--- src/rtl/lsu_unit.sv ---
// lsu_unit: load/store unit sitting behind the execute-stage ALU.
// Takes the ALU result as the effective address and rs2 as store data.
// Runs one valid/ready transaction to data memory per accepted op.
// Handles byte/half/word lane steering, load sign/zero extension and
// misalignment / illegal-funct3 detection.
// Returns exactly one RespValid pulse per accepted op.
//
// state | meaning
// IDLE  | ReqReady high, waiting for an op from execute
// REQ   | MemReqValid held with stable address/strobes/data until MemReqReady
// WAIT  | load issued, waiting (indefinitely) for MemRespValid
// DONE  | one-cycle RespValid with RespData and error flags
module lsu_unit #(
    parameter int WIDTH_DATA_LENGTH = 32,
    parameter int WIDTH_ADDR_LENGTH = 32
) (
    input  logic                         clk,
    input  logic                         rst_n,
    input  logic                         ReqValid,
    output logic                         ReqReady,
    input  logic                         MemRW,
    input  logic [2:0]                   Funct3,
    input  logic [WIDTH_ADDR_LENGTH-1:0] Addr,
    input  logic [WIDTH_DATA_LENGTH-1:0] StoreData,
    output logic                         MemReqValid,
    input  logic                         MemReqReady,
    output logic [WIDTH_ADDR_LENGTH-1:0] MemAddr,
    output logic                         MemWe,
    output logic [3:0]                   MemWStrb,
    output logic [WIDTH_DATA_LENGTH-1:0] MemWData,
    input  logic                         MemRespValid,
    input  logic [WIDTH_DATA_LENGTH-1:0] MemRData,
    output logic                         RespValid,
    output logic [WIDTH_DATA_LENGTH-1:0] RespData,
    output logic                         MisalignErr,
    output logic                         FunctErr
);

    typedef enum logic [1:0] {
        ST_IDLE = 2'd0,
        ST_REQ  = 2'd1,
        ST_WAIT = 2'd2,
        ST_DONE = 2'd3
    } state_t;

    state_t state;
    state_t state_nx;

    // Latched op fields needed after the request has left IDLE.
    logic       op_store;
    logic [2:0] op_funct3;
    logic [1:0] op_offset;
    logic       latch_op;

    // Decode of the op currently presented by execute.
    logic                         funct_bad;
    logic                         addr_misaligned;
    logic [3:0]                   st_strb;
    logic [WIDTH_DATA_LENGTH-1:0] st_wdata;

    // Load lane extraction from the returned word.
    logic [7:0]                   ld_byte;
    logic [15:0]                  ld_half;
    logic [WIDTH_DATA_LENGTH-1:0] ld_result;

    // Next values of the registered outputs.
    logic                         mem_req_valid_nx;
    logic [WIDTH_ADDR_LENGTH-1:0] mem_addr_nx;
    logic                         mem_we_nx;
    logic [3:0]                   mem_wstrb_nx;
    logic [WIDTH_DATA_LENGTH-1:0] mem_wdata_nx;
    logic                         resp_valid_nx;
    logic [WIDTH_DATA_LENGTH-1:0] resp_data_nx;
    logic                         misalign_nx;
    logic                         funct_nx;

    // Only accept in IDLE, and never while reset is being applied.
    assign ReqReady = (state == ST_IDLE) && rst_n;

    // Classify funct3: stores allow SB/SH/SW only, loads also LBU/LHU.
    always_comb begin
        funct_bad = 1'b0;
        if (MemRW) begin
            funct_bad = Funct3[2] || (Funct3[1:0] == 2'b11);
        end else begin
            funct_bad = (Funct3 == 3'b011) || (Funct3 == 3'b110) ||
                        (Funct3 == 3'b111);
        end
    end

    // Alignment check keyed on access size (funct3[1:0]).
    always_comb begin
        addr_misaligned = 1'b0;
        case (Funct3[1:0])
            2'b01:   addr_misaligned = Addr[0];
            2'b10:   addr_misaligned = |Addr[1:0];
            default: addr_misaligned = 1'b0;
        endcase
    end

    // Store lane steering: data replicated across lanes, strobes pick the lane.
    always_comb begin
        st_strb  = 4'b1111;
        st_wdata = StoreData;
        case (Funct3[1:0])
            2'b00: begin
                st_strb  = 4'b0001 << Addr[1:0];
                st_wdata = {4{StoreData[7:0]}};
            end
            2'b01: begin
                st_strb  = Addr[1] ? 4'b1100 : 4'b0011;
                st_wdata = {2{StoreData[15:0]}};
            end
            default: begin
                st_strb  = 4'b1111;
                st_wdata = StoreData;
            end
        endcase
    end

    // Load lane select and extension using the latched offset and funct3.
    always_comb begin
        ld_byte = MemRData[7:0];
        case (op_offset)
            2'd0:    ld_byte = MemRData[7:0];
            2'd1:    ld_byte = MemRData[15:8];
            2'd2:    ld_byte = MemRData[23:16];
            default: ld_byte = MemRData[31:24];
        endcase
        ld_half = op_offset[1] ? MemRData[31:16] : MemRData[15:0];
        case (op_funct3)
            3'b000:  ld_result = {{24{ld_byte[7]}}, ld_byte};
            3'b001:  ld_result = {{16{ld_half[15]}}, ld_half};
            3'b100:  ld_result = {24'd0, ld_byte};
            3'b101:  ld_result = {16'd0, ld_half};
            default: ld_result = MemRData;
        endcase
    end

    // State register.
    always_ff @(posedge clk) begin
        if (!rst_n) begin
            state <= ST_IDLE;
        end else begin
            state <= state_nx;
        end
    end

    // Next state and next values of the registered outputs.
    always_comb begin
        state_nx         = state;
        latch_op         = 1'b0;
        mem_req_valid_nx = MemReqValid;
        mem_addr_nx      = MemAddr;
        mem_we_nx        = MemWe;
        mem_wstrb_nx     = MemWStrb;
        mem_wdata_nx     = MemWData;
        resp_valid_nx    = 1'b0;
        resp_data_nx     = '0;
        misalign_nx      = 1'b0;
        funct_nx         = 1'b0;
        case (state)
            ST_IDLE: begin
                if (ReqValid && ReqReady) begin
                    latch_op = 1'b1;
                    if (funct_bad) begin
                        state_nx      = ST_DONE;
                        resp_valid_nx = 1'b1;
                        funct_nx      = 1'b1;
                    end else if (addr_misaligned) begin
                        state_nx      = ST_DONE;
                        resp_valid_nx = 1'b1;
                        misalign_nx   = 1'b1;
                    end else begin
                        state_nx         = ST_REQ;
                        mem_req_valid_nx = 1'b1;
                        mem_addr_nx      = {Addr[WIDTH_ADDR_LENGTH-1:2], 2'b00};
                        mem_we_nx        = MemRW;
                        mem_wstrb_nx     = MemRW ? st_strb : 4'b0000;
                        mem_wdata_nx     = MemRW ? st_wdata : '0;
                    end
                end
            end
            ST_REQ: begin
                if (MemReqReady) begin
                    mem_req_valid_nx = 1'b0;
                    // Drop the write qualifiers once the beat is taken so no
                    // stale strobe lingers next to a deasserted valid.
                    mem_we_nx        = 1'b0;
                    mem_wstrb_nx     = 4'b0000;
                    mem_wdata_nx     = '0;
                    if (op_store) begin
                        state_nx      = ST_DONE;
                        resp_valid_nx = 1'b1;
                    end else begin
                        state_nx = ST_WAIT;
                    end
                end
            end
            ST_WAIT: begin
                if (MemRespValid) begin
                    state_nx      = ST_DONE;
                    resp_valid_nx = 1'b1;
                    resp_data_nx  = ld_result;
                end
            end
            ST_DONE: begin
                state_nx = ST_IDLE;
            end
            default: begin
                state_nx = ST_IDLE;
            end
        endcase
    end

    // Output and op-latch registers; reset abandons any pending transaction.
    always_ff @(posedge clk) begin
        if (!rst_n) begin
            MemReqValid <= 1'b0;
            MemAddr     <= '0;
            MemWe       <= 1'b0;
            MemWStrb    <= 4'b0000;
            MemWData    <= '0;
            RespValid   <= 1'b0;
            RespData    <= '0;
            MisalignErr <= 1'b0;
            FunctErr    <= 1'b0;
            op_store    <= 1'b0;
            op_funct3   <= 3'b000;
            op_offset   <= 2'b00;
        end else begin
            MemReqValid <= mem_req_valid_nx;
            MemAddr     <= mem_addr_nx;
            MemWe       <= mem_we_nx;
            MemWStrb    <= mem_wstrb_nx;
            MemWData    <= mem_wdata_nx;
            RespValid   <= resp_valid_nx;
            RespData    <= resp_data_nx;
            MisalignErr <= misalign_nx;
            FunctErr    <= funct_nx;
            if (latch_op) begin
                op_store  <= MemRW;
                op_funct3 <= Funct3;
                op_offset <= Addr[1:0];
            end
        end
    end

endmodule

--- config.mk ---
export PLATFORM = sky130hd
export DESIGN_NAME = lsu_unit
export DESIGN_NICKNAME = d
export VERILOG_FILES = /design/src/rtl/lsu_unit.sv
export SDC_FILE = /design/constraint.sdc
export NUM_CORES = 1
export LEC_CHECK = 0
export BUFFER_PORTS_ARGS = -buffer_cell sky130_fd_sc_hd__buf_4
export CAP_MARGIN = 40
export CORE_AREA = 2 2 90 109
export CTS_BUF_LIST = sky130_fd_sc_hd__clkbuf_2 sky130_fd_sc_hd__clkbuf_4 sky130_fd_sc_hd__clkbuf_8
export CTS_CLUSTER_DIAMETER = 150
export DETAILED_ROUTE_END_ITERATION = 10
export DIE_AREA = 0 0 92 111
export PLACE_DENSITY = 0.9
export SLEW_MARGIN = 20
export SYNTH_ARGS = -nofsm -noshare
export SYNTH_HDL_FRONTEND = slang
export SYNTH_SLANG_ARGS = --single-unit
--- constraint.sdc ---
create_clock -name clk -period 3.3 [get_ports clk]
set_clock_uncertainty 0.1 [all_clocks]
set_input_delay 0.165 -clock clk [delete_from_list [all_inputs] [get_ports clk]]
set_output_delay 0.165 -clock clk [all_outputs]
set_load 0.01 [all_outputs]
## Word-level counts from Yosys, hierarchy flattened

Index checks and enable logic that the tools add are counted.

- Equality and inequality tests: 19
- Shift-type cells: 1
- Multiplexer cells: 46
- Bitwise operators: 5
- Reductions and logical operators: 17

Operators by type and width:

| kind | number |
|---|---|
| 32-bit two-way mux | 5 |
| 32-bit one-hot mux with 2 select lines | 2 |
| 32-bit one-hot mux with 4 select lines | 1 |
| 4-bit two-way mux | 6 |
| 8-bit one-hot mux with 3 select lines | 1 |
| 1-bit two-way mux | 18 |
| 16-bit two-way mux | 1 |
| 4-bit one-hot mux with 2 select lines | 2 |
| 3-bit == test (second input constant) | 4 |
| 2-bit == test (second input constant) | 5 |
| 2-bit two-way mux | 5 |
| 3-bit AND reduction | 3 |
| 2-bit != test (second input constant) | 4 |
| 2-bit one-hot mux with 4 select lines | 1 |
| 2-bit by 1-bit == test with 1-bit output (second input constant) | 3 |
| 2-bit zero test | 3 |
| 1-bit one-hot mux with 2 select lines | 3 |
| 1-bit NOT | 5 |
| 5-bit AND reduction | 1 |
| 4-bit AND reduction | 1 |
| 4-bit OR reduction | 1 |
| 1-bit by 2-bit left shift with 4-bit output (first input constant) | 1 |
| 3-bit by 1-bit == test with 1-bit output (second input constant) | 1 |
| 3-bit by 2-bit == test with 1-bit output (second input constant) | 1 |
| other kinds (7) | 10 |

- Bits in registers: 111
- Input port bits: 105
- Output and inout port bits: 106
- Logic and storage cells: 101

## Logic depth before layout (Yosys ltp)

- Word-level depth: 7
- Mapped depth: 9
- Depth with buffers taken out: 7

## Worst setup path before layout

Ideal clock, no wire load.

- Path kind: register to register
- Start point: reg state[0]
- End point: reg MemWData[13]
- Setup time: 0.119 ns
- Data arrival time: 1.699 ns
- Required time: 3.081 ns
- Slack: 1.382 ns
- Stages on the path, launching flop included: 10
- Buffers on the path: 2
- Clock period less this slack: 1.918 ns
- Cell sequence: dfxtp_1 -> inv_1 -> ha_1 -> nand3_2 -> nor3_2 -> a21boi_2 -> or2_1 -> buf_6 -> buf_8 -> mux2i_1

- Word-level cells in the longest chain between the ends: 5
- Elaborated cells on any way between the ends: 11
- Those cells by class: 5 x eq/ne; 1 x mux; 5 x reduce/logical

RTL lines:

| item | line | text |
|---|---|---|
| from (decl) | 46 | `state_t state;` |
| from (signal assigned) | 145 | `state <= state_nx;` |
| 2-bit zero test | 78, 162 |  |
| 1-bit logical AND | 78 | `assign ReqReady = (state == ST_IDLE) && rst_n;` |
| 1-bit logical AND | 164 | `if (ReqValid && ReqReady) begin` |
| 2-bit by 1-bit != test with 1-bit output (no source line) | n/a |  |
| 5-bit AND reduction (no source line) | n/a |  |
| to (signal assigned) | 236 | `MemWData <= mem_wdata_nx;` |
| to (decl) | 30 | `output logic [WIDTH_DATA_LENGTH-1:0] MemWData,` |

Parallel ways exist; a longest one is shown, timed or not.
A chain may end at the register's enable or synchronous reset.

## Worst setup path in the final report

- Start point: reg state[0]
- End point: reg MemWData[23]

The elaborated chain is that of the path after synthesis.

==> run summary <==
Chip width - 92 µm
Final cycle utilization of the critical path - 77.68%
Vias post-DR - 5339
Global-route usage over all layers - 30.86%
Mapped Area - 0.004752 mm²
Vias/cell - 5.567
RSZ-0062 raised after global routing - false
Status - finished, final reports clean
Crit-path cells - inv_1 -> ha_1 -> nand3_2 -> nor3_2 -> and2_0 -> nand3b_1 -> o22ai_1
Share of layout cells above drive strength 1 - 29.78%
Syn avg cell area - 8.236 µm²
Fillers - 621
Commonest non-fill, non-tap cell in the layout - buf_4
I/O pin cnt - 211
Sequential-to-total area share from yosys stat - 46.76%
Bufs on Longest Clock Path - 2
H-Tree Depth - 3
Critical path required time - 3480 ps
Layout area overhead - 52.24%
Critical Path Fanout Max - 13
Final number of hold-violating endpoints - 0
Async set-reset flop share out of synthesis - 0%
ANT cells - 0
Final setup violation count - 0
Netlist cell types - 49
Fmax - 390.1 MHz
Max Cap Violations - 0
CTS tree - done
Antenna violations before repair - 0
Sw Ratio - 32.86%
Post-synth EDFFs - 0
Starting DRT DRC Count - 397
YS warnings - 0
Clock share of power - 25.3%
Prevailing post-synth register cell - dfxtp_1
Register area - 0.002222 mm²
Min Tclk post-route - 2564 ps
WP buf/inv - 1
TNS Setup - 0 ps
Antenna-violating nets left - 0
Critical path launch point type - flip-flop
Gr ovfl total - 0
Row cnt - 39
Comb pwr share - 31.5%
Internal power - 2.389 mW
Post-CTS setup buffers - 0
Max stage delay on crit path - 420 ps
Core outline area - 0.009271 mm²
Flops & latches, synth - 111
Die area - 0.01021 mm²
Largest net degree at the start of global routing - 51
Wirelength per Cell - 17.01 µm
CP endpoint kind - flip-flop
PD cells - 491.9 mW/mm²
Peak VDD IR - 0.0002622 V
Max-slew violation count - 0
Most frequent cells in the layout - 216 x buf_4, 187 x nand2_1, 111 x dfxtp_1
Switching power - 1.169 mW
Root Buffer - clkbuf_8
CP max stage cell - nand3b_1
Initial DRT Pass Iterations - 5
Worst slew pin tran - 744.1 ps
Routability cong. - 0.8996
IO buf count - 208
Crit path arrival time - 2740 ps
Area of the multi-input gates - 0.002303 mm²
TritonCTS buffer count - 9
Die Span Y - 111 µm
Vias in the first global route - 5309
Clock transition at path regs - 100 ps
Hold Crit Class - in2reg
Setup CP Type - reg2reg
Post-layout nets - 945
DRC Markers - 0
Post-DP HPWL - 10.26 mm
Post-Route WL - 16.31 mm
Initial Util - 51.26%
Sequential share of power - 43.1%
Clk_lat worst skew - 370 ps
P_leak - 3.386 nW
Max-slew headroom - 50.34%
First-pass GRT wire length - 25.49 mm
Crit-path leading delay family - simple AND/OR/NAND/NOR gates
Hold_ws - 10.17 ps
TritonCTS sink count - 111
Synth Instances - 577
synthesized netlist by cell type (all sizes together) (2+ instances only):
cell type | instances | area share [%]
inv | 9 | 0.71
o2bb2ai | 8 | 1.5
nor3b | 2 | 0.53
buf | 16 | 2.1
a22oi | 9 | 1.4
a21oi | 58 | 6.1
dfxtp | 111 | 47
nand3 | 17 | 1.9
nand2b | 4 | 0.53
clkbuf | 25 | 2.0
and2 | 2 | 0.26
a211oi | 2 | 0.32
o22ai | 13 | 1.7
o21ai | 22 | 2.3
nor2 | 14 | 1.2
nor3 | 2 | 0.32
nor2b | 2 | 0.26
a22o | 8 | 1.5
mux2 | 7 | 1.7
nand2 | 187 | 15
mux2i | 24 | 5.1
o31ai | 8 | 1.3
and3 | 2 | 0.26
ha | 9 | 2.4
per-stage QoR:
step                      util, %  std cells  instance area (µm²)  power, mW  setup WS [ps]
final                       78.03        959                 7234      3.559          736.5
after global routing        78.03        959                 7234      3.721          586.9
after CTS                   77.71        956                 7204      3.493          823.8
after detailed placement    68.21        874                 6324      2.559          789.8
after global placement      68.21        874                 6324      2.514          941.3
after floorplan                 -        578                 4756      2.193           1382
layout make-up:
cell class,count,share of cell area (%)
timing repair buffer,283,31.75
clock buffer,9,1.712
tap,123,2.127
inverter,10,0.5189
multi-input combinational,416,31.84
sequential,111,30.72
clock inverter,7,1.332
sequential cells by signal, indices dropped and copies added (netlist names):
register / flops
RespValid: 1
op_funct3: 3
MemReqValid: 1
MemWStrb: 4
op_store: 1
FunctErr: 1
state: 2
MemWData: 32
MisalignErr: 1
MemAddr: 30
MemWe: 1
RespData: 32
op_offset: 2
worst paths after layout:
check                 from           end  slack (ps)  cells past startpoint
max reg2reg       state[0]  MemWData[23]         740                      7
min          StoreData[22]  MemWData[22]          10                      3
min reg2reg    MemAddr[16]   MemAddr[16]         360                      2
max               state[0]  MemWData[23]         740                      7
power by group through the flow:
stage | registers (mW) | logic [mW] | clock network, mW
after floorplan | 1.57 | 0.620 | 0
final | 1.53 | 1.12 | 0.902
after global routing | 1.55 | 1.21 | 0.961
after global placement | 1.55 | 0.963 | 0
after CTS | 1.53 | 1.07 | 0.896
after detailed placement | 1.56 | 1.00 | 0
worst reg2reg max path, cell delays in order (launching register included):
cell,delay (ps)
dfxtp_1,350
inv_1,140
ha_1,310
nand3_2,250
nor3_2,370
and2_0,240
nand3b_1,420
o22ai_1,300
per-layer routing:
metal | track usage (%) | part of all wire (%) | vias up
li1 | - | - | 2467
met1 | 33.64 | 36 | 2467
met2 | 55.20 | 52 | 332
met3 | 6.050 | 8.0 | 73
met4 | 17.31 | 4.5 | 0
met5 | 0 | 0 | -
repair_timing:
action | in CTS | in global routing
hold buffers | 66 | 0
hold endpoints to repair | 66 | 0
resized for setup | 0 | 0
setup endpoints to repair | 0 | 0
logic make-up (layout without fill, tap and decap cells):
group | Yosys count | in the layout | share of synthesized area, %
mux | 32 | 32 | 7.188
flops | 111 | 111 | 46.76
other cells | 1 | 2 | 0.07891
buf+inv | 51 | 309 | 4.844
fa+ha+maj | 9 | 9 | 2.370
simple gates | 235 | 235 | 20.41
compound gates | 138 | 138 | 18.35
Power figures use the tool's default switching activity.
